==> src/rtl/restoring_divider_4bit.sv <==
// Sequential 4-bit unsigned restoring divider: one quotient bit per clock,
// four iterations per operation, with a divide-by-zero short path.
module restoring_divider_4bit (
  input  logic       clk,
  input  logic       rst_n,
  input  logic       start,
  input  logic [3:0] dividend,
  input  logic [3:0] divisor,
  output logic [3:0] quotient,
  output logic [3:0] remainder,
  output logic       busy,
  output logic       done,
  output logic       div_zero
);

  typedef enum logic [1:0] {
    IDLE = 2'd0,
    CALC = 2'd1,
    DONE = 2'd2
  } state_t;

  state_t      state_r;
  state_t      state_s;
  logic [3:0]  d_r;
  logic [3:0]  v_r;
  // Partial remainder stays below the divisor, so its fifth bit is always
  // zero and only the low four bits are stored.
  logic [3:0]  r_r;
  // Only three quotient bits are kept; the fourth joins them on the final load.
  logic [2:0]  q_r;
  logic [1:0]  cnt_r;
  logic [3:0]  quotient_r;
  logic [3:0]  remainder_r;
  logic        div_zero_r;
  logic [4:0]  trial_s;
  logic [3:0]  r_next_s;
  logic        q_bit_s;

  // Trial subtraction and restore decision for the current iteration.
  always_comb begin
    trial_s  = {r_r, d_r[3]} - {1'b0, v_r};
    r_next_s = 4'd0;
    q_bit_s  = 1'b0;
    if (!trial_s[4]) begin
      r_next_s = trial_s[3:0];
      q_bit_s  = 1'b1;
    end else begin
      r_next_s = {r_r[2:0], d_r[3]};
      q_bit_s  = 1'b0;
    end
  end

  // State register.
  always_ff @(posedge clk) begin
    if (!rst_n) begin
      state_r <= IDLE;
    end else begin
      state_r <= state_s;
    end
  end

  // Next-state logic.
  always_comb begin
    state_s = state_r;
    case (state_r)
      IDLE: begin
        if (start) begin
          state_s = (divisor == 4'd0) ? DONE : CALC;
        end else begin
          state_s = IDLE;
        end
      end
      CALC: begin
        if (cnt_r == 2'd3) begin
          state_s = DONE;
        end else begin
          state_s = CALC;
        end
      end
      DONE:    state_s = IDLE;
      default: state_s = IDLE;
    endcase
  end

  // Working registers and result registers; results load only on DONE entry.
  always_ff @(posedge clk) begin
    if (!rst_n) begin
      d_r         <= 4'd0;
      v_r         <= 4'd0;
      r_r         <= 4'd0;
      q_r         <= 3'd0;
      cnt_r       <= 2'd0;
      quotient_r  <= 4'd0;
      remainder_r <= 4'd0;
      div_zero_r  <= 1'b0;
    end else begin
      case (state_r)
        IDLE: begin
          if (start) begin
            d_r   <= dividend;
            v_r   <= divisor;
            r_r   <= 4'd0;
            q_r   <= 3'd0;
            cnt_r <= 2'd0;
            if (divisor == 4'd0) begin
              quotient_r  <= 4'hF;
              remainder_r <= dividend;
              div_zero_r  <= 1'b1;
            end
          end
        end
        CALC: begin
          r_r   <= r_next_s;
          q_r   <= {q_r[1:0], q_bit_s};
          d_r   <= {d_r[2:0], 1'b0};
          cnt_r <= cnt_r + 2'd1;
          if (cnt_r == 2'd3) begin
            quotient_r  <= {q_r, q_bit_s};
            remainder_r <= r_next_s;
            div_zero_r  <= 1'b0;
          end
        end
        default: begin
          d_r <= d_r;
        end
      endcase
    end
  end

  // Output decode from registered state only.
  always_comb begin
    busy      = (state_r == CALC);
    done      = (state_r == DONE);
    quotient  = quotient_r;
    remainder = remainder_r;
    div_zero  = div_zero_r;
  end

endmodule

==> config.mk <==
export PLATFORM = sky130hd
export DESIGN_NAME = restoring_divider_4bit
export DESIGN_NICKNAME = d
export VERILOG_FILES = /design/src/rtl/restoring_divider_4bit.sv
export SDC_FILE = /design/constraint.sdc
export NUM_CORES = 1
export LEC_CHECK = 0
export CAP_MARGIN = 20
export CORE_UTILIZATION = 35
export CTS_CLUSTER_DIAMETER = 60
export CTS_CLUSTER_SIZE = 16
export DETAILED_ROUTE_END_ITERATION = 8
export MAX_ROUTING_LAYER = met4
export SYNTH_ARGS = -nofsm -noshare
export SYNTH_HDL_FRONTEND = slang
export SYNTH_SLANG_ARGS = --single-unit
==> constraint.sdc <==
create_clock -name clk -period 2.68 [get_ports clk]
set_clock_uncertainty 0.2 [all_clocks]
set_input_delay 0.268 -clock clk [delete_from_list [all_inputs] [get_ports clk]]
set_output_delay 0.268 -clock clk [all_outputs]
set_load 0.01 [all_outputs]
Word-level counts from Yosys, hierarchy flattened
Cells that the tools add are included.
{"block": "word_totals", "reg_bits": 28, "latch_bits": 0, "ramBits": 0, "romBits": 0, "inputBits": 11, "elab_cells": 49, "mem_count": 0}
{"block": "op_classes", "add_sub_neg": 2, "multipliers": 0, "div_mod_pow": 0, "n_lt_le_gt_ge": 0, "n_eq_ne": 6, "shift": 0, "mux": 26, "bitwise": 0, "reduce_logical": 6}
{"operator": "4-bit two-way mux", "n": 9}
{"operator": "4-bit one-hot mux with 2 select lines", "n": 4}
{"operator": "2-bit two-way mux", "n": 4}
{"operator": "2-bit one-hot mux with 2 select lines", "n": 2}
{"operator": "3-bit one-hot mux with 2 select lines", "n": 1}
{"operator": "5-bit by 4-bit subtractor with 5-bit output", "n": 1}
{"operator": "2-bit == test (second input constant)", "n": 2}
{"operator": "4-bit zero test", "n": 1}
{"operator": "1-bit two-way mux", "n": 4}
{"operator": "2-bit inequality test (second input constant)", "n": 2}
{"operator": "2-bit AND reduction", "n": 2}
{"operator": "4-bit AND reduction", "n": 1}
{"operator": "3-bit two-way mux", "n": 1}
{"operator": "2-bit by 1-bit adder with 2-bit output (second input constant)", "n": 1}
{"operator": "2-bit by 1-bit == test with 1-bit output (second input constant)", "n": 1}
{"operator": "2-bit zero test", "n": 1}
{"operator": "2-bit by 1-bit inequality test with 1-bit output (second input constant)", "n": 1}
{"operator": "1-bit one-hot mux with 2 select lines", "n": 1}
{"operator": "2-bit nonzero test", "n": 1}

Longest topological paths before layout
{"block": "logic_depth", "word_depth": 4, "depth_mapped": 8, "ltp_nobuf": 8}

Worst setup path before layout
No wires, ideal clock.
{"block": "synth_timing", "path_type": "flip-flop to flip-flop", "start": "register d_r[3]", "end": "register remainder_r[2], in the netlist remainder[2]", "arrival_time_ns": 2.024, "required_ns": 2.406, "setup_slack_ns": 0.382, "stages_incl_launch_ff": 9, "period_less_slack_ns": 2.298, "path_cell_list": "dfxtp_1 -> inv_1 -> ha_1 -> fa_1 -> nand2b_1 -> a21oi_2 -> xor2_2 -> mux2_2 -> a31oi_1"}
{"block": "synth_between", "elab_chain_len": 4}
{"element": "start, declared", "line": "24", "text": "logic [3:0] d_r;"}
{"element": "start signal, assigned", "line": "100", "text": "d_r <= dividend;"}
{"element": "start signal, assigned", "line": "115", "text": "d_r <= {d_r[2:0], 1'b0};"}
{"element": "start signal, assigned", "line": "124", "text": "d_r <= d_r;"}
{"element": "5-bit by 4-bit subtractor with 5-bit output", "line": "41", "text": "trial_s = {r_r, d_r[3]} - {1'b0, v_r};"}
{"element": "4-bit two-way mux", "line": "44", "text": "if (!trial_s[4]) begin"}
{"element": "4-bit two-way mux", "line": "117", "text": "if (cnt_r == 2'd3) begin"}
{"element": "4-bit one-hot mux with 2 select lines", "line": "97", "text": "case (state_r)"}
{"element": "end signal, assigned", "line": "107", "text": "remainder_r <= dividend;"}
{"element": "end signal, assigned", "line": "119", "text": "remainder_r <= r_next_s;"}
{"element": "end, declared", "line": "33", "text": "logic [3:0] remainder_r;"}
No other way between the ends. The select of a mux whose other input is x is not followed.
A chain may end at the register's enable or synchronous reset.

Final worst setup path
{"block": "layout_timing", "start": "register d_r[3]", "end": "register r_r[2]"}
{"block": "layout_between", "elab_chain_len": 3}
{"element": "5-bit by 4-bit subtractor with 5-bit output", "line": "41"}
{"element": "4-bit two-way mux", "line": "44"}
{"element": "4-bit one-hot mux with 2 select lines", "line": "97"}
{"element": "end signal, assigned", "line": "113", "text": "r_r <= r_next_s;"}
{"element": "end, declared", "line": "28", "text": "logic [3:0] r_r;"}
No other way between the ends.

==> qor.yml <==
setup_path:
  startpoint_type: "register"
  reg2reg_slack_ns: 0.20
  critPathCaptureType: "register"
  critPathRequiredTime_ns: 2.68
  crit_type: "reg -> reg"
  cp_max_fo: 7
  crit_arrival_ns: 2.48
global_routing:
  first_global_vias: 1114
  grt_antenna_before_repair: 0
  track_usage: 0.161
  grt_max_degree: 25
  grt_pass1_wl_um: 5040
  grt-ovfl-total: 0
die:
  die_w_um: 63.7
  ioPinCount: 22
  rows: 22
  start_util: 0.364
  dieArea_sq_mm: 0.00406
  core_sq_mm: 0.00366
  chipHeight_um: 63.7
hold_path:
  hold_class: "reg -> reg"
detailed_routing:
  final_antenna_net_count: 0
  vias: 1114
  vias_per_cell: 4.93
  met1_length_um: 1340
  dr_wl_met3_um: 125
  routedWlPerCell_um: 12.6
  drc_errors: 0
  drtIter0Drc: 46
  drtPass1Iterations: 4
  wl_met2_um: 1370
  top_layer_used: "met4"
  totalWireLength_um: 2840
pwr:
  ir_drop_uv: 204
  power.static_leakage_uw: 0.000613
  power.density_mw_per_mm2: 579
  power_uw: 956
logic_synthesis:
  ys_warn_count: 0
  syn_area_sq_mm: 0.00133
  yosys_register_bits: 28
  synth-seq-area-share: 0.420
  synth.distinct_cells: 36
  syn_area_per_cell_sq_um: 8.44
  synthesis.nets: 175
  syn-instance-count: 158
sta:
  final_max_slew_viol_count: 0
  grt_setup_unrepaired: "no"
  holdWs_ns: 0.263
  tns_ns: 0
  min_period_over_period: 0.926
  final.min_clock_period_ns: 2.48
  finalHoldViolCount: 0
  relSlewSlack: 0.547
  setup_violations: 0
  max_freq_mhz: 403
  tightest_slew_ns: 0.679
placement:
  place.gp.congestion: 0.842
  dp_cells: 222
  hpwl_um: 2160
  portBuffers: 21
clock_network:
  clk_pin_slew_ns: 0.10
  cts_resized: 0
  cts_tree: "yes"
  cts_setup_buffers: 0
  cts_sinks: 28
  root_buffer: "clkbuf_8"
  cts-htree-levels: 1
  tritoncts.num_buffers: 3
  clk_path_buf_depth: 2
  hold_buffers: 0
  clk_latency_ns: 0.27
final_layout:
  antenna_cells: 0
  num-nets-final: 196
  areaGrowthSynthToFinish_pct: 23.8
  fillCellCount: 351
  drive_above_1_share: 0.101
  fin_cells: 226
flow_run:
  timing.max_cap.violations: 0
outcome:
  outcome: "complete, no violations"
==> cells in the final DEF, fill, tap and decap left out, types with 2 or more instances in the layout <==
master           instances
a211oi_1                 3
mux2i_1                  2
nand2b_1                 4
dfxtp_1                 28
o21ai_2                  2
nand2_1                 30
a21oi_1                 16
a31oi_1                  5
inv_1                    7
ha_1                     5
a311oi_1                 3
o21ai_0                  2
nand3b_1                 2
clkbuf_8                 3
nor2_1                  18
nand3_1                  6
clkdlybuf4s50_1         21
buf_4                    2
==> final cells by class <==
class | instances | area [sq um] | share of cell area
well taps | 48 | 60.1 | 0.0364
flip-flops and latches | 28 | 561 | 0.339
clock inverters | 1 | 30.0 | 0.0182
multi-input cells | 115 | 704 | 0.427
repair buffers | 23 | 225 | 0.136
clock buffers | 3 | 41.3 | 0.0250
inverters | 8 | 30.0 | 0.0182
==> worst paths after layout <==
| kind | endpoint | startpoint | cells past startpoint |
|---|---|---|---|
| worst max-delay path | r_r[2] | d_r[3] | 8 |
| worst max register to register | r_r[2] | d_r[3] | 8 |
| worst min register to register | v_r[2] | v_r[2] | 2 |
| worst min-delay path | v_r[2] | v_r[2] | 2 |
==> Yosys cell counts, drive strengths merged <==
library cell   n  share of area
fa             1          0.015
buf            5          0.023
a21boi         1         0.0056
a211oi         3          0.017
ha             5          0.047
o22ai          1         0.0047
clkbuf         2         0.0056
nor2b          1         0.0047
nand2         30          0.084
inv            8          0.023
o211a          1         0.0075
nor4           1          0.016
a31oi          5          0.023
nor3b          2          0.015
nand3          7          0.030
mux2           1         0.0084
a21oi         18          0.079
nand3b         2          0.011
mux2i          2          0.015
nor2          19          0.055
o21ai          5          0.024
o211ai         1         0.0056
a311oi         3          0.020
o221a          1         0.0084
dfxtp         28           0.42
xor2           1          0.012
nand2b         4          0.019
==> per-layer routing <==
metal / up-vias / GRT usage
li1: 578 / -
met1: 503 / 0.194
met2: 31 / 0.275
met3: 2 / 0.0179
met4: 0 / 0.0568
met5: - / -
==> critical path: stages (launching register included) <==
cell	delay, ns
dfxtp_1	0.34
inv_1	0.05
ha_1	0.22
fa_1	0.38
nand2b_1	0.19
a21oi_2	0.17
xor2_2	0.33
mux2_2	0.40
a21oi_1	0.13
==> sequential cells by signal, summed over array words and instances, names as in the netlist <==
register / flops
state_r: 2
v_r: 4
q_r: 3
quotient: 4
remainder: 4
d_r: 4
r_r: 4
cnt_r: 2
div_zero: 1
==> power by group <==
group / total, uW / switching (uW) / internal (uW)
combinational: 170 / 97.4 / 72.6
clock: 333 / 133 / 200
sequential: 453 / 15.4 / 438
total: 956 / 246 / 710
==> per-stage QoR <==
step | util | area (sq um) | setup slack (ns)
floorplan | - | 1330 | 0.382
global route | 0.451 | 1650 | 0.0534
global placement | 0.432 | 1580 | 0.301
CTS | 0.451 | 1650 | 0.197
detailed placement | 0.432 | 1580 | 0.222
finish | 0.451 | 1650 | 0.197
==> kinds of logic after synthesis <==
group                    synth area share
flip-flops                          0.420
AND/OR/NAND/NOR                     0.235
XOR/XNOR                           0.0122
multiplexers                       0.0235
adder cells (fa/ha/maj)            0.0619
AO/OA/AOI/OAI                       0.195
buffers and inverters              0.0516
Power figures use the tool's default switching activity.
